`src/rtl/ahb_pkg.sv`:
```
// Shared AHB-Lite encodings and burst helpers for the bus-matrix blocks.
package ahb_pkg;

  typedef enum logic [1:0] {
    IDLE   = 2'b00,
    BUSY   = 2'b01,
    NONSEQ = 2'b10,
    SEQ    = 2'b11
  } htrans_e;

  typedef enum logic [2:0] {
    SINGLE = 3'd0,
    INCR   = 3'd1,
    WRAP4  = 3'd2,
    INCR4  = 3'd3,
    WRAP8  = 3'd4,
    INCR8  = 3'd5,
    WRAP16 = 3'd6,
    INCR16 = 3'd7
  } hburst_e;

  // Beats still to come after the first beat of a fixed-length burst; 0 otherwise.
  function automatic logic [3:0] burst_remaining(hburst_e burst);
    case (burst)
      WRAP4,  INCR4:  return 4'd3;
      WRAP8,  INCR8:  return 4'd7;
      WRAP16, INCR16: return 4'd15;
      default:        return 4'd0;
    endcase
  endfunction

endpackage

```
`src/rtl/ahblite_busmatrix_outputstage_rr_if.sv`:
```
// Bus bundle between the input stages, the output stage and one slave port.
interface ahblite_busmatrix_outputstage_rr_if #(
  parameter int NUM_PORTS = 4,
  parameter int ADDR_W    = 32,
  parameter int DATA_W    = 32
);

  logic [NUM_PORTS-1:0]        HSEL_SUB;
  logic [NUM_PORTS-1:0]        TRANS_HOLD_SUB;
  logic [NUM_PORTS*ADDR_W-1:0] HADDR_SUB;
  logic [NUM_PORTS*2-1:0]      HTRANS_SUB;
  logic [NUM_PORTS-1:0]        HWRITE_SUB;
  logic [NUM_PORTS*3-1:0]      HSIZE_SUB;
  logic [NUM_PORTS*3-1:0]      HBURST_SUB;
  logic [NUM_PORTS*4-1:0]      HPROT_SUB;
  logic [NUM_PORTS*DATA_W-1:0] HWDATA_SUB;
  logic                        HREADYOUT;

  logic [NUM_PORTS-1:0]        ACTIVE_SUB;
  logic                        HSEL;
  logic [ADDR_W-1:0]           HADDR;
  logic [1:0]                  HTRANS;
  logic                        HWRITE;
  logic [2:0]                  HSIZE;
  logic [2:0]                  HBURST;
  logic [3:0]                  HPROT;
  logic                        HREADY;
  logic [DATA_W-1:0]           HWDATA;

  modport master (
    input  HSEL_SUB, TRANS_HOLD_SUB, HADDR_SUB, HTRANS_SUB, HWRITE_SUB,
           HSIZE_SUB, HBURST_SUB, HPROT_SUB, HWDATA_SUB, HREADYOUT,
    output ACTIVE_SUB, HSEL, HADDR, HTRANS, HWRITE, HSIZE, HBURST, HPROT,
           HREADY, HWDATA
  );

  modport slave (
    output HSEL_SUB, TRANS_HOLD_SUB, HADDR_SUB, HTRANS_SUB, HWRITE_SUB,
           HSIZE_SUB, HBURST_SUB, HPROT_SUB, HWDATA_SUB, HREADYOUT,
    input  ACTIVE_SUB, HSEL, HADDR, HTRANS, HWRITE, HSIZE, HBURST, HPROT,
           HREADY, HWDATA
  );

endinterface

```
`src/rtl/ahblite_rr_arbiter.sv`:
```
// Round-robin address-phase arbiter with fixed-burst and INCR locking.
module ahblite_rr_arbiter
  import ahb_pkg::*;
#(
  parameter int NUM_PORTS = 4
) (
  input  logic                         HCLK,
  input  logic                         HRESETn,
  input  logic [NUM_PORTS-1:0]         req,
  input  logic                         hready,
  input  logic [1:0]                   htrans,
  input  logic [2:0]                   hburst,
  output logic                         addr_valid,
  output logic [$clog2(NUM_PORTS)-1:0] addr_port
);

  localparam int PW = $clog2(NUM_PORTS);

  logic [PW-1:0] last_port;
  logic [3:0]    beat_cnt, beat_nxt, rem;
  logic          incr_lock, incr_nxt, locked;
  logic          found;
  logic [PW-1:0] sel, idx;

  // Lock state as it will be after the currently presented transfer is accepted.
  always_comb begin
    beat_nxt = beat_cnt;
    incr_nxt = incr_lock;
    rem      = burst_remaining(hburst_e'(hburst));
    case (htrans_e'(htrans))
      NONSEQ: begin
        if (rem != '0) beat_nxt = rem;
        incr_nxt = (hburst_e'(hburst) == INCR);
      end
      SEQ: begin
        if (beat_cnt != '0) beat_nxt = beat_cnt - 4'd1;
        if (hburst_e'(hburst) == INCR) incr_nxt = 1'b1;
      end
      BUSY: begin
        if (hburst_e'(hburst) == INCR) incr_nxt = 1'b1;
      end
      default: incr_nxt = 1'b0;
    endcase
    locked = (beat_nxt != '0) || incr_nxt;
  end

  // Scan starts just after the last winner; the last winner itself is checked last.
  always_comb begin
    found = 1'b0;
    sel   = last_port;
    idx   = '0;
    for (int unsigned off = 1; off <= NUM_PORTS; off++) begin
      idx = PW'((32'(last_port) + off) % NUM_PORTS);
      if (!found && req[idx]) begin
        found = 1'b1;
        sel   = idx;
      end
    end
  end

  always_ff @(posedge HCLK) begin
    if (!HRESETn) begin
      beat_cnt   <= '0;
      incr_lock  <= 1'b0;
      addr_valid <= 1'b0;
      addr_port  <= '0;
      last_port  <= PW'(NUM_PORTS - 1);
    end else if (hready) begin
      beat_cnt  <= beat_nxt;
      incr_lock <= incr_nxt;
      if (!locked) begin
        addr_valid <= found;
        if (found) begin
          addr_port <= sel;
          last_port <= sel;
        end
      end
    end
  end

endmodule

```
`src/rtl/ahblite_busmatrix_outputstage_rr.sv`:
```
// Bus-matrix output stage: merges NUM_PORTS input stages onto one AHB-Lite slave.
module ahblite_busmatrix_outputstage_rr
  import ahb_pkg::*;
#(
  parameter int NUM_PORTS = 4,
  parameter int ADDR_W    = 32,
  parameter int DATA_W    = 32
) (
  input logic                               HCLK,
  input logic                               HRESETn,
  ahblite_busmatrix_outputstage_rr_if.master bus
);

  localparam int PW = $clog2(NUM_PORTS);

  logic                 addr_valid, data_valid;
  logic [PW-1:0]        addr_port, data_port;
  logic [NUM_PORTS-1:0] req, active;
  logic                 hsel, hwrite, hready;
  logic [ADDR_W-1:0]    haddr;
  logic [1:0]           htrans;
  logic [2:0]           hsize, hburst;
  logic [3:0]           hprot;
  logic [DATA_W-1:0]    hwdata;

  assign req = bus.HSEL_SUB & bus.TRANS_HOLD_SUB;

  ahblite_rr_arbiter #(
    .NUM_PORTS(NUM_PORTS)
  ) u_arb (
    .HCLK      (HCLK),
    .HRESETn   (HRESETn),
    .req       (req),
    .hready    (hready),
    .htrans    (htrans),
    .hburst    (hburst),
    .addr_valid(addr_valid),
    .addr_port (addr_port)
  );

  always_comb begin
    active = '0;
    hsel   = 1'b0;
    haddr  = '0;
    htrans = IDLE;
    hwrite = 1'b0;
    hsize  = '0;
    hburst = '0;
    hprot  = '0;
    for (int unsigned i = 0; i < NUM_PORTS; i++) begin
      if (addr_valid && addr_port == PW'(i)) begin
        active[i] = 1'b1;
        hsel      = bus.HSEL_SUB[i];
        haddr     = bus.HADDR_SUB[i*ADDR_W +: ADDR_W];
        htrans    = bus.HTRANS_SUB[i*2 +: 2];
        hwrite    = bus.HWRITE_SUB[i];
        hsize     = bus.HSIZE_SUB[i*3 +: 3];
        hburst    = bus.HBURST_SUB[i*3 +: 3];
        hprot     = bus.HPROT_SUB[i*4 +: 4];
      end
    end
  end

  always_comb begin
    hwdata = '0;
    for (int unsigned i = 0; i < NUM_PORTS; i++) begin
      if (data_valid && data_port == PW'(i)) hwdata = bus.HWDATA_SUB[i*DATA_W +: DATA_W];
    end
  end

  assign hready = data_valid ? bus.HREADYOUT : 1'b1;

  always_ff @(posedge HCLK) begin
    if (!HRESETn) begin
      data_valid <= 1'b0;
      data_port  <= '0;
    end else if (hready) begin
      data_valid <= hsel;
      data_port  <= addr_port;
    end
  end

  assign bus.ACTIVE_SUB = active;
  assign bus.HSEL       = hsel;
  assign bus.HADDR      = haddr;
  assign bus.HTRANS     = htrans;
  assign bus.HWRITE     = hwrite;
  assign bus.HSIZE      = hsize;
  assign bus.HBURST     = hburst;
  assign bus.HPROT      = hprot;
  assign bus.HREADY     = hready;
  assign bus.HWDATA     = hwdata;

endmodule

```
`src/flat_wrapper.sv`:
```
// flat-port wrapper written by rule: the top's interface ports become plain ports
module ahblite_busmatrix_outputstage_rr_flat import ahb_pkg::*;
#(
  parameter int NUM_PORTS = 4,
  parameter int ADDR_W    = 32,
  parameter int DATA_W    = 32
)
  (HCLK, HRESETn, bus_HSEL_SUB, bus_TRANS_HOLD_SUB, bus_HADDR_SUB, bus_HTRANS_SUB, bus_HWRITE_SUB, bus_HSIZE_SUB, bus_HBURST_SUB, bus_HPROT_SUB, bus_HWDATA_SUB, bus_HREADYOUT, bus_ACTIVE_SUB, bus_HSEL, bus_HADDR, bus_HTRANS, bus_HWRITE, bus_HSIZE, bus_HBURST, bus_HPROT, bus_HREADY, bus_HWDATA);
  ahblite_busmatrix_outputstage_rr_if #(.NUM_PORTS(NUM_PORTS), .ADDR_W(ADDR_W), .DATA_W(DATA_W)) bus_i ();
  input logic HCLK;
  input logic HRESETn;
  input wire logic [$bits(bus_i.HSEL_SUB)-1:0] bus_HSEL_SUB;
  input wire logic [$bits(bus_i.TRANS_HOLD_SUB)-1:0] bus_TRANS_HOLD_SUB;
  input wire logic [$bits(bus_i.HADDR_SUB)-1:0] bus_HADDR_SUB;
  input wire logic [$bits(bus_i.HTRANS_SUB)-1:0] bus_HTRANS_SUB;
  input wire logic [$bits(bus_i.HWRITE_SUB)-1:0] bus_HWRITE_SUB;
  input wire logic [$bits(bus_i.HSIZE_SUB)-1:0] bus_HSIZE_SUB;
  input wire logic [$bits(bus_i.HBURST_SUB)-1:0] bus_HBURST_SUB;
  input wire logic [$bits(bus_i.HPROT_SUB)-1:0] bus_HPROT_SUB;
  input wire logic [$bits(bus_i.HWDATA_SUB)-1:0] bus_HWDATA_SUB;
  input wire logic [$bits(bus_i.HREADYOUT)-1:0] bus_HREADYOUT;
  output wire logic [$bits(bus_i.ACTIVE_SUB)-1:0] bus_ACTIVE_SUB;
  output wire logic [$bits(bus_i.HSEL)-1:0] bus_HSEL;
  output wire logic [$bits(bus_i.HADDR)-1:0] bus_HADDR;
  output wire logic [$bits(bus_i.HTRANS)-1:0] bus_HTRANS;
  output wire logic [$bits(bus_i.HWRITE)-1:0] bus_HWRITE;
  output wire logic [$bits(bus_i.HSIZE)-1:0] bus_HSIZE;
  output wire logic [$bits(bus_i.HBURST)-1:0] bus_HBURST;
  output wire logic [$bits(bus_i.HPROT)-1:0] bus_HPROT;
  output wire logic [$bits(bus_i.HREADY)-1:0] bus_HREADY;
  output wire logic [$bits(bus_i.HWDATA)-1:0] bus_HWDATA;
  assign bus_i.HSEL_SUB = bus_HSEL_SUB;
  assign bus_i.TRANS_HOLD_SUB = bus_TRANS_HOLD_SUB;
  assign bus_i.HADDR_SUB = bus_HADDR_SUB;
  assign bus_i.HTRANS_SUB = bus_HTRANS_SUB;
  assign bus_i.HWRITE_SUB = bus_HWRITE_SUB;
  assign bus_i.HSIZE_SUB = bus_HSIZE_SUB;
  assign bus_i.HBURST_SUB = bus_HBURST_SUB;
  assign bus_i.HPROT_SUB = bus_HPROT_SUB;
  assign bus_i.HWDATA_SUB = bus_HWDATA_SUB;
  assign bus_i.HREADYOUT = bus_HREADYOUT;
  assign bus_ACTIVE_SUB = bus_i.ACTIVE_SUB;
  assign bus_HSEL = bus_i.HSEL;
  assign bus_HADDR = bus_i.HADDR;
  assign bus_HTRANS = bus_i.HTRANS;
  assign bus_HWRITE = bus_i.HWRITE;
  assign bus_HSIZE = bus_i.HSIZE;
  assign bus_HBURST = bus_i.HBURST;
  assign bus_HPROT = bus_i.HPROT;
  assign bus_HREADY = bus_i.HREADY;
  assign bus_HWDATA = bus_i.HWDATA;
  ahblite_busmatrix_outputstage_rr #(.NUM_PORTS(NUM_PORTS), .ADDR_W(ADDR_W), .DATA_W(DATA_W)) u_core (.HCLK(HCLK), .HRESETn(HRESETn), .bus(bus_i));
endmodule
```
`config.mk`:
```
export PLATFORM = sky130hd
export DESIGN_NAME = ahblite_busmatrix_outputstage_rr_flat
export DESIGN_NICKNAME = d
export VERILOG_FILES = /design/src/rtl/ahb_pkg.sv /design/src/rtl/ahblite_busmatrix_outputstage_rr_if.sv /design/src/rtl/ahblite_rr_arbiter.sv /design/src/rtl/ahblite_busmatrix_outputstage_rr.sv /design/src/flat_wrapper.sv
export SDC_FILE = /design/constraint.sdc
export NUM_CORES = 1
export LEC_CHECK = 0
export ABC_AREA = 1
export BUFFER_PORTS_ARGS = -buffer_cell sky130_fd_sc_hd__buf_4
export CELL_PAD_IN_SITES_DETAIL_PLACEMENT = 0
export CELL_PAD_IN_SITES_GLOBAL_PLACEMENT = 2
export CORE_MARGIN = 10
export CORE_UTILIZATION = 12
export CTS_CLUSTER_DIAMETER = 50
export DETAILED_ROUTE_END_ITERATION = 10
export PLACE_DENSITY_LB_ADDON = 0.1
export SLEW_MARGIN = 5
export SYNTH_ARGS = -nofsm -noshare
export SYNTH_HDL_FRONTEND = slang
export SYNTH_HIERARCHICAL = 1
export SYNTH_SLANG_ARGS = --single-unit
```
`constraint.sdc`:
```
create_clock -name HCLK -period 3 [get_ports HCLK]
set_input_delay 0.6 -clock HCLK [delete_from_list [all_inputs] [get_ports HCLK]]
set_output_delay 0.6 -clock HCLK [all_outputs]
set_load 0.01 [all_outputs]
```
After elaboration in Yosys (flattened, before gate mapping):

Index checks and enable logic that the tools add are counted.

* reductions and logical operators: 26
* order comparisons: 4
* muxes and demuxes: 59
* bitwise gates (word level): 2
* add/subtract/negate cells: 5
* eq/ne operators: 16

Operator list (number)
* $mux W32: 8
* $mux W3: 8
* $mux W4: 6
* $mux W1: 22
* $mux W2: 8
* $eq A2 B2 Y1 const B: 6
* $eq A3 B3 Y1 const B: 4
* $lt A2 B3 Y1 const B: 4
* $pmux W4 S3: 1
* $reduce_bool A4 Y1: 3
* $logic_and A1 B1 Y1: 11
* $bmux W1 S2: 4
* $pmux W4 S2: 1
* $reduce_or A2 Y1: 4
* $eq A2 B1 Y1 const B: 3
* $eq A3 B2 Y1 const B: 2
* $add A2 B1 Y2 const B: 2
* $add A2 B2 Y2 const B: 2
* $and A4 B4 Y4: 1
* $logic_not A2 Y1: 2
* $sub A4 B1 Y4 const B: 1
* $eq A3 B1 Y1 const B: 1
* $logic_not A1 Y1: 3
* $reduce_and A3 Y1: 1
* 4 further kinds: 4

* flip-flop bits (word level): 13
* output and inout port bits: 83

Longest topological paths before layout:

Gate-level depths: netlist (run 1).

* depth after elaboration: 16
* mapped depth: 19

Cells and area by module:

The synthesis (run 1) kept the hierarchy.

Modules (own cells, without submodules)
* ahblite_busmatrix_outputstage_rr: times used 1, area an instance 2237.1 sq um, cells each 466
* ahblite_rr_arbiter: times used 1, area an instance 903.4 sq um, cells each 145

Least setup slack after synthesis (run 1):

No wires, ideal clock.

* path type: reg2reg
* start point: reg u_core.u_arb.addr_port[0]
* end point: reg u_core.u_arb.addr_port[1]
* library setup time: 0.070 ns
* path buffers: 2
* required time: 2.930 ns
* arrival time: 2.122 ns
* slack: 0.808 ns
* stages on the path, launching flop included: 19
* cell sequence: dfxtp_1 -> inv_1 -> nand2_1 -> nor2_1 -> buf_4 -> buf_2 -> nand2_1 -> nand4_1 -> nand2_1 -> inv_2 -> nand2_2 -> inv_2 -> nand2_2 -> nand3_2 -> nor2_2 -> nand2_1 -> nor2_2 -> nand2_1 -> a21oi_1

* elaborated cells between the ends (all ways): 40
* classes of those cells: eq/ne: 13; mux: 13; bitwise: 1; reduce/logical: 13

RTL lines
* start, declared: line ahblite_rr_arbiter.sv:14 `output logic [$clog2(NUM_PORTS)-1:0] addr_port`
* start signal, assigned: line ahblite_rr_arbiter.sv:74 `addr_port <= sel;`
* $logic_not A2 Y1: line ahblite_busmatrix_outputstage_rr.sv:51 `if (addr_valid && addr_port == PW'(i)) begin`
* $logic_and A1 B1 Y1: line ahblite_busmatrix_outputstage_rr.sv:51
* $mux W2 (3 in series): line ahblite_busmatrix_outputstage_rr.sv:51
* $mux W2 *: line ahblite_busmatrix_outputstage_rr.sv:51
* named net bus_HTRANS[1]: line flat_wrapper.sv:25 `output wire logic [$bits(bus_i.HTRANS)-1:0] bus_HTRANS;`
* $eq A2 B2 Y1 / $eq A2 B1 Y1 (equally long branches): line ahblite_rr_arbiter.sv:30 `case (htrans_e'(htrans))`
* $pmux W4 S2 / $reduce_or A2 Y1 (equally long branches)
* $reduce_bool A4 Y1 / $pmux W1 S2 (equally long branches): line ahblite_rr_arbiter.sv:44, ahblite_rr_arbiter.sv:30
* $logic_or A1 B1 Y1 *: line ahblite_rr_arbiter.sv:44 `locked = (beat_nxt != '0) || incr_nxt;`
* $not A1 Y1 (no line) *
* $reduce_and A3 Y1 (no line) *

Mark *: on every way through the listed nets, which the timed path passes. The rest lies on a longest branch.
A chain may end at the register's enable or synchronous reset.

Final worst setup path (run 1):

* start point: reg u_core.u_arb.addr_port[1]
* end point: out bus_HADDR[9]

* longest elaborated chain between the ends: 6
* elaborated cells between the ends (all ways): 12
* classes of those cells: eq/ne: 3; mux: 4; reduce/logical: 5

Ends and longest elaborated chain
* $logic_not A2 Y1: line ahblite_busmatrix_outputstage_rr.sv:51
* $logic_and A1 B1 Y1: line ahblite_busmatrix_outputstage_rr.sv:51
* $mux W32 (3 in series): line ahblite_busmatrix_outputstage_rr.sv:51
* $mux W32 *: line ahblite_busmatrix_outputstage_rr.sv:51
* end, declared: line flat_wrapper.sv:24 `output wire logic [$bits(bus_i.HADDR)-1:0] bus_HADDR;`

Mark *: on every way between the ends. The rest lies on a longest branch, timed or not.

==> results of run 1 <==
registers in the layout, indices dropped and copies added (netlist names):
register,flops
u_core/data_valid,1
u_core/u_arb/addr_port,2
u_core/u_arb/beat_cnt,4
u_core/u_arb/incr_lock,1
u_core/data_port,2
u_core/u_arb/last_port,2
u_core/u_arb/addr_valid,1
layout make-up:
type	instances	area [µm²]
fill	3028	19300
timing repair buffer	415	3141
multi-input combinational	491	2436
tap	335	419.2
inverter	69	264.0
sequential	13	260.3
clock buffer	4	78.83
antenna	3	7.507
metrics by stage:
step / instance area, µm² / util / hold slack, ns / setup slack, ns
floorplan: 3141 / - / 0.4492 / 0.8083
global placement: 6520 / 0.2516 / 0.4690 / 0.4550
detailed placement: 6520 / 0.2516 / 0.4726 / 0.4409
CTS: 6599 / 0.2547 / 0.4899 / 0.1678
global route: 6606 / 0.2550 / 0.5064 / 0.06057
finish: 6606 / 0.2550 / 0.4865 / 0.2425
metal layers:
layer | wire length, µm | share of wire
met1 | 9490 | 0.36
met2 | 14290 | 0.54
met3 | 2421 | 0.091
met4 | 338 | 0.013
met5 | 0 | 0
where the power goes:
| part | switching [mW] | internal [mW] | total [mW] |
|---|---|---|---|
| combinational | 1.21 | 0.992 | 2.21 |
| sequential | 0.0674 | 0.223 | 0.290 |
| clock | 0.0777 | 0.180 | 0.257 |
tightest hold or removal path, stage by stage (launching register included):
cell and delay, ns:
dfxtp_1 0.33, o211ai_1 0.08, inv_1 0.05
cell usage after synthesis, drive strengths merged:
cell type / number / area, µm²
nand2: 320 / 1274
nand4: 78 / 488.0
inv: 68 / 260.3
o2111ai: 32 / 280.3
buf: 27 / 162.6
nand3: 21 / 120.1
nor2: 15 / 85.08
dfxtp: 13 / 260.3
clkbuf: 11 / 41.29
a21oi: 8 / 40.04
o21ai: 8 / 40.03
o211ai: 3 / 22.52
nor3: 2 / 26.28
a22oi: 1 / 7.510
clkinv: 1 / 3.750
ha: 1 / 12.51
nand3b: 1 / 7.510
xor2: 1 / 8.760
cell families (layout without fill, tap and decap cells):
| group | after synthesis | in the layout |
|---|---|---|
| AO/OA/AOI/OAI | 52 | 52 |
| XOR/XNOR | 1 | 1 |
| adder cells (fa/ha/maj) | 1 | 1 |
| buffers and inverters | 107 | 488 |
| flip-flops | 13 | 13 |
| other | 0 | 3 |
| AND/OR/NAND/NOR | 437 | 437 |
worst min path at each step:
| stage | slack, ns | to | startpoint |
|---|---|---|---|
| floorplan | 0.45 | u_core/u_arb/beat_cnt[0]$_SDFFE_PN0P_ | u_core/u_arb/beat_cnt[0]$_SDFFE_PN0P_ |
| finish | 0.49 | u_core/u_arb/beat_cnt[0]$_SDFFE_PN0P_ | u_core/u_arb/beat_cnt[0]$_SDFFE_PN0P_ |
| detailed placement | 0.47 | u_core/u_arb/beat_cnt[0]$_SDFFE_PN0P_ | u_core/u_arb/beat_cnt[0]$_SDFFE_PN0P_ |
| CTS | 0.49 | u_core/u_arb/beat_cnt[0]$_SDFFE_PN0P_ | u_core/u_arb/beat_cnt[0]$_SDFFE_PN0P_ |
| global route | 0.51 | u_core/u_arb/beat_cnt[0]$_SDFFE_PN0P_ | u_core/u_arb/beat_cnt[0]$_SDFFE_PN0P_ |
| global placement | 0.47 | u_core/u_arb/beat_cnt[0]$_SDFFE_PN0P_ | u_core/u_arb/beat_cnt[0]$_SDFFE_PN0P_ |
==> out/summary.txt, run 1 <==
CTS tree = built
Fin crit share = 0.9192
RSZ-0062 raised after global routing = false
Grt total ovfl = 0
CTS Buf Count = 3
R2R Path Start = u_core/u_arb/addr_port[0]$_SDFFE_PN0P_
M1 GR Usage = 0.1502
Crit path from = u_core/u_arb/addr_port[1]$_SDFFE_PN0P_
Critical Path End = bus_HADDR[9]
Crit. End Element = output port
Routed WL = 26540 µm
Met3 Usage GRT = 0.05308
Maximum clock rate = 362.6 MHz
Final Setup Violations = 0
CP top delay family = buffers and inverters
Worst-Margin Slew = 0.4788 ns
Antenna Nets Post-Route = 0
Synth Register Bits = 13
Synth warn = 6
Starting Density = 0.1212
Root buf cell = clkbuf_16
Mux cell area share after synthesis = 0
Buf/Inv on CP = 3
Clock sinks = 13
P_leak = 3.425 nW
Tmin final = 2.758 ns
WHS Path Cells = 2
Synth Area in XOR/XNOR = 0.002789
Syn Std Cell Area = 3141 µm²
Mapped Cells = 611
Initial antenna violation count = 3
Number of port buffers = 401
Setup TNS = 0 ns
Detailed Routing Iterations Pass 1 = 4
Slowest cell on crit path = dfxtp_1
Non-Filler Instances = 1330
Core Box Area = 25910 µm²
Max-slew violations = 0
H-tree depth = 1
HP Class = reg2reg
Clk Latency, worst-skew pair = 0.25 ns
Worst endpoint required time = 2.40 ns
Simple-gate share of the synthesized area = 0.6371
Layout cells sized above 1 = 0.4597
Post-CTS Setup Repair Bufs = 0
CTS Buffer Depth = 2
Syn avg cell area = 5.140 µm²
Most used routing layer = met2
Arrival time worst endpoint = 2.16 ns
Worst stage delay on the critical path = 0.50 ns
Cts hold-fix bufs = 0
Clock slew at reported path FFs = 0.05 ns
Max_cap viols = 0
Hpwl dp = 22480 µm
Vias in the first global route = 5993
Routed wire per std cell = 19.95 µm
Via density = 4.170
# IOs = 402
Syn Nets = 931
Crit-path cells = inv_2 -> nor3_4 -> buf_4 -> nand2_1 -> nand4_1 -> buf_4
Die Area = 33040 µm²
Worst Clk Skew = 0.007362 ns
Most used cell along the critical path = buf_4
Largest family of logic cells by synthesized area = simple AND/OR/NAND/NOR gates
Setup CP Type = reg2out
Post-cts sizing count = 0
Worst reg2reg path depth = 15
Inst Count DP = 1323
PwrDens = 416.8 nW/µm²
Worst-path maximum fanout = 37
Die height = 181.8 µm
CP Launch Type = register
Commonest non-fill, non-tap cell in the layout = buf_4
Compound-Gate Fraction of Synth Area = 0.1243
Sequential share of the synthesized area = 0.08287
Met2 Use GR = 0.2880
Largest net degree at the start of global routing = 38
Area Growth Syn to Fin = 110.4%
Gp weighted congestion = 0.8055
Synthesized-area fraction occupied by adder cells = 0.003984
Via count = 5546
Final Hold Viols = 0
Critical path depth = 6
First-pass GRT wire length = 38410 µm
Run status = finished, final reports clean
Remaining DRCs = 0
Netlist cell types = 30
Relative slew slack = 0.6808
R2R Setup Slk = 0.57 ns
Most frequent cells in the layout = buf_4 (413), nand2_1 (303), nand4_1 (78), inv_1 (61), o2111ai_1 (32)
# nets final = 1313
Total GRT Usage = 0.1488
Die Span X = 181.8 µm
Overall power = 2.754 mW
Max IR drop VDD = 0.2331 mV
Number of standard-cell rows in the floorplan = 59
First DRT Iteration DRCs = 183
FF-to-FF End = u_core/u_arb/addr_port[0]$_SDFFE_PN0P_
No activity file was read; power rests on OpenSTA's default activity.
==> inputs of run 2 (changes only) <==
- CORE_UTILIZATION: 12 -> 13
- clock period: 3 -> 3.26 ns (I/O delays scaled with it)
==> run 2 against run 1 <==
Worst setup slack better by 0.23 ns. Clock-buffer cell count unchanged. Worst hold slack better by 0.00075 ns. Highest routed layer unchanged. First-iteration DRC count down 1.6%. Critical path depth unchanged. Wire length up 1.4%.
==> out/summary.txt, run 2 (synthesized netlist as in run 1, its figures left out) <==
Antenna Nets Post-Route = 0
Largest Register = u_core/u_arb/beat_cnt
Final Setup Violations = 0
Starting Density = 0.1330
R2R Setup Slk = 0.81 ns
Max IR drop VDD = 0.1998 mV
Commonest non-fill, non-tap cell in the layout = buf_4
First-pass GRT wire length = 38190 µm
Core Box Area = 23610 µm²
Max-slew violations = 0
Worst Clk Skew = 0.003639 ns
Post-CTS Setup Repair Bufs = 0
Vias in the first global route = 5750
CTS tree = built
Hold_ws = 0.4872 ns
Setup CP Type = reg2out
Number of standard-cell rows in the floorplan = 56
Worst reg2reg path depth = 18
Number of port buffers = 401
Max_cap viols = 0
Die height = 175.4 µm
Worst-path maximum fanout = 38
CP Launch Type = register
Largest net degree at the start of global routing = 39
Max reg flops = 4
Inst Count DP = 1306
Root buf cell = clkbuf_16
Run status = finished, final reports clean
Final Hold Viols = 0
Via count = 5549
Post-cts sizing count = 0
Non-Filler Instances = 1312
Cts hold-fix bufs = 0
Routed wire per std cell = 20.51 µm
# IOs = 402
Die Area = 30770 µm²
Worst endpoint required time = 2.61 ns
WHS Path Cells = 2
Grt total ovfl = 0
Setup TNS = 0 ns
P_leak = 3.414 nW
Dpl ws = 0.6746 ns
Worst-Margin Slew = 0.4871 ns
Total GRT Usage = 0.1610
Area Growth Syn to Fin = 108.6%
CTS Buf Count = 3
Fin crit share = 0.8535
HP Class = reg2reg
Fillcell total = 2748
Clock sinks = 13
Final core utilization = 0.2774
H-tree depth = 1
RSZ-0062 raised after global routing = false
Tmin final = 2.783 ns
Most frequent cells in the layout = buf_4 (414), nand2_1 (303), nand4_1 (78), inv_1 (61), o2111ai_1 (32)
Via density = 4.229
CTS Buffer Depth = 2
Crit. End Element = output port
Die Span X = 175.4 µm
# nets final = 1312
Clock slew at reported path FFs = 0.05 ns
Relative slew slack = 0.6748
Layout cells sized above 1 = 0.4591
Hpwl dp = 22810 µm
Final setup slack of the worst path = 0.4775 ns
Routed WL = 26900 µm
First DRT Iteration DRCs = 180
Remaining DRCs = 0
Maximum clock rate = 359.4 MHz
Detailed Routing Iterations Pass 1 = 5
Arrival time worst endpoint = 2.13 ns
Initial antenna violation count = 2
Gp weighted congestion = 0.8281
Clk Latency, worst-skew pair = 0.24 ns
PwrDens = 383.6 nW/µm²
## run 2: cell types whose count changed in the layout (fill, tap and decap cells not counted)
cell     previous run  this run
buf_12              2         0
buf_4             413       414
diode_2             3         2
## run 2: per-layer routing
metal	track usage	vias up	share of wire	wire (µm)
li1	-	2807	-	-
met1	0.1588	2488	0.35	9401
met2	0.3107	238	0.53	14300
met3	0.06691	16	0.11	2857
met4	0.02508	0	0.013	344
met5	0	-	0	0
## run 2: layout make-up
cell class | instances | area (µm²) | area share
antenna | 2 | 5.005 | 0.0007639
clock buffer | 4 | 78.83 | 0.01203
inverter | 69 | 264.0 | 0.04030
multi-input combinational | 491 | 2436 | 0.3718
sequential | 13 | 260.3 | 0.03973
tap | 319 | 399.1 | 0.06092
timing repair buffer | 414 | 3108 | 0.4744
## run 2: path summary, 6_finish.rpt
| check | start | end |
|---|---|---|
| max reg2reg | u_core/u_arb/addr_port[0]$_SDFFE_PN0P_ | u_core/u_arb/addr_port[0]$_SDFFE_PN0P_ |
| max | u_core/u_arb/addr_port[1]$_SDFFE_PN0P_ | bus_HADDR[9] |
| min reg2reg | u_core/u_arb/beat_cnt[0]$_SDFFE_PN0P_ | u_core/u_arb/beat_cnt[0]$_SDFFE_PN0P_ |
| min | u_core/u_arb/beat_cnt[0]$_SDFFE_PN0P_ | u_core/u_arb/beat_cnt[0]$_SDFFE_PN0P_ |
## run 2: report_power, final
group	total [mW]	internal, mW	switching, mW
clock	0.234	0.165	0.0686
sequential	0.275	0.205	0.0705
combinational	2.00	0.902	1.10
total	2.51	1.27	1.24
## run 2: metrics by stage
| step | power, mW | cell area (µm²) |
|---|---|---|
| floorplan | 1.317 | 3141 |
| global placement | 2.355 | 6467 |
| detailed placement | 2.321 | 6467 |
| CTS | 2.568 | 6546 |
| global route | 2.747 | 6551 |
| finish | 2.513 | 6551 |
## run 2: critical path, stage by stage, from the launching register on
cell and delay, ns:
dfxtp_1 0.49, inv_2 0.14, nor3_4 0.42, buf_4 0.49
nand2_1 0.10, nand4_1 0.10, buf_4 0.15
==> inputs of run 3 (changes only) <==
- RECOVER_POWER: default -> 25
==> run 3 against run 2 <==
Via count about the same. Flip-flop and latch count unchanged. Worst hold slack about the same. Core utilization shrank 0.20 points. Clock power about the same. Register-to-register slack worse by 0.05 ns. Die area did not move. Sequential power about the same. Non-clock buffer count did not move.
==> out/summary.txt, run 3 (synthesized netlist as in run 1, its figures left out) <==
Max reg flops = 4
Routed WL = 26890 µm
# nets final = 1312
Max-slew violations = 0
Total GRT Usage = 0.1610
Area Growth Syn to Fin = 107.1%
CTS tree = built
Arrival time worst endpoint = 2.26 ns
Overall power = 2.474 mW
Core Box Area = 23610 µm²
Via count = 5547
Most used routing layer = met2
Die Span X = 175.4 µm
Worst endpoint required time = 2.61 ns
Largest net degree at the start of global routing = 39
Routed wire per std cell = 20.49 µm
Starting Density = 0.1330
Cts hold-fix bufs = 0
PwrDens = 380.4 nW/µm²
Worst Clk Skew = 0.002872 ns
Gp weighted congestion = 0.8281
First-pass GRT wire length = 38190 µm
Antenna Nets Post-Route = 0
Fillcell total = 2757
Initial antenna violation count = 2
Most frequent cells in the layout = buf_4 (402), nand2_1 (304), nand4_1 (78), inv_1 (64), o2111ai_1 (32)
Post-CTS Setup Repair Bufs = 0
Clock slew at reported path FFs = 0.05 ns
Max IR drop VDD = 0.1997 mV
# IOs = 402
Maximum clock rate = 343.7 MHz
Detailed Routing Iterations Pass 1 = 5
CTS Buf Count = 3
Met2 Use GR = 0.3107
Relative slew slack = 0.5012
Final Setup Violations = 0
Commonest non-fill, non-tap cell in the layout = buf_4
CTS Buffer Depth = 2
Setup TNS = 0 ns
Met3 Usage GRT = 0.06691
Final Hold Viols = 0
Most used cell along the critical path = buf_4
Max_cap viols = 0
Root buf cell = clkbuf_16
Inst Count DP = 1306
Number of port buffers = 401
CP Launch Type = register
Die Area = 30770 µm²
Worst-Margin Slew = 0.7482 ns
Run status = finished, final reports clean
Sequential cell area = 260.3 µm²
Vias in the first global route = 5750
Clk Latency, worst-skew pair = 0.24 ns
HP Class = reg2reg
Via density = 4.228
Grt total ovfl = 0
Tmin final = 2.909 ns
Largest Register = u_core/u_arb/beat_cnt
RSZ-0062 raised after global routing = false
Remaining DRCs = 0
Clock sinks = 13
CP top delay family = buffers and inverters
Number of standard-cell rows in the floorplan = 56
Hpwl dp = 22810 µm
Setup CP Type = reg2out
First DRT Iteration DRCs = 183
Worst stage delay on the critical path = 0.63 ns
Fin crit share = 0.8924
M1 GR Usage = 0.1588
Die height = 175.4 µm
H-tree depth = 1
P_leak = 3.376 nW
Buf/Inv on CP = 4
Post-cts sizing count = 0
Crit. End Element = output port
Slowest cell on crit path = clkbuf_2
Non-Filler Instances = 1312
Crit-path cells = inv_1 -> nor3_4 -> buf_4 -> clkbuf_2 -> nand2_1 -> nand4_1 -> buf_4
Footprint of the multi-input gates = 2431 µm²
Worst-path maximum fanout = 32
Layout cells sized above 1 = 0.4440
-- run 3: power by group --
part           leakage, nW  internal, mW  switching [mW]
Combinational         3.23         0.868            1.10
Clock               0.0382         0.165          0.0694
Sequential           0.107         0.205          0.0699
-- run 3: worst paths after layout --
kind / from / end / slack (ns) / depth (start not counted)
min reg2reg: u_core/u_arb/beat_cnt[0]$_SDFFE_PN0P_ / u_core/u_arb/beat_cnt[0]$_SDFFE_PN0P_ / 0.49 / 2
min: u_core/u_arb/beat_cnt[0]$_SDFFE_PN0P_ / u_core/u_arb/beat_cnt[0]$_SDFFE_PN0P_ / 0.49 / 2
max reg2reg: u_core/u_arb/addr_port[1]$_SDFFE_PN0P_ / u_core/u_arb/addr_port[0]$_SDFFE_PN0P_ / 0.76 / 14
max: u_core/u_arb/addr_port[0]$_SDFFE_PN0P_ / bus_HADDR[22] / 0.35 / 7
-- run 3: worst reg2reg max path, cell delays in order, from the launching register on --
cell and delay [ns]:
dfxtp_1 0.47, inv_1 0.20, nor3_4 0.43, nand2_1 0.10, nand4_1 0.23, nand2_1 0.11
inv_1 0.11, nand2_1 0.08, nand2_1 0.10, nand3_1 0.09, nor2_2 0.12, nand2_1 0.09
nor2_2 0.10, nand2_1 0.08, a21oi_1 0.12
-- run 3: area by class of cell --
type	instances	share of cell area
sequential	13	0.04002
inverter	69	0.04059
clock buffer	4	0.01212
timing repair buffer	414	0.4713
antenna	2	0.0007695
multi-input combinational	491	0.3738
tap	319	0.06137
-- run 3: layer usage --
layer | vias up | part of all wire
met5 | - | 0
met1 | 2492 | 0.35
li1 | 2806 | -
met3 | 16 | 0.10
met2 | 233 | 0.53
met4 | 0 | 0.013
-- run 3: per-stage QoR --
stage / hold WS [ns] / utilization / worst slack (ns) / area [µm²]
after global routing: 0.5300 / 0.2754 / 0.1353 / 6504
after CTS: 0.5048 / 0.2772 / 0.4154 / 6546
after global placement: 0.4797 / 0.2739 / 0.6992 / 6467
final: 0.4873 / 0.2754 / 0.3508 / 6504
after detailed placement: 0.4864 / 0.2739 / 0.6746 / 6467
after floorplan: 0.4492 / - / 1.068 / 3141
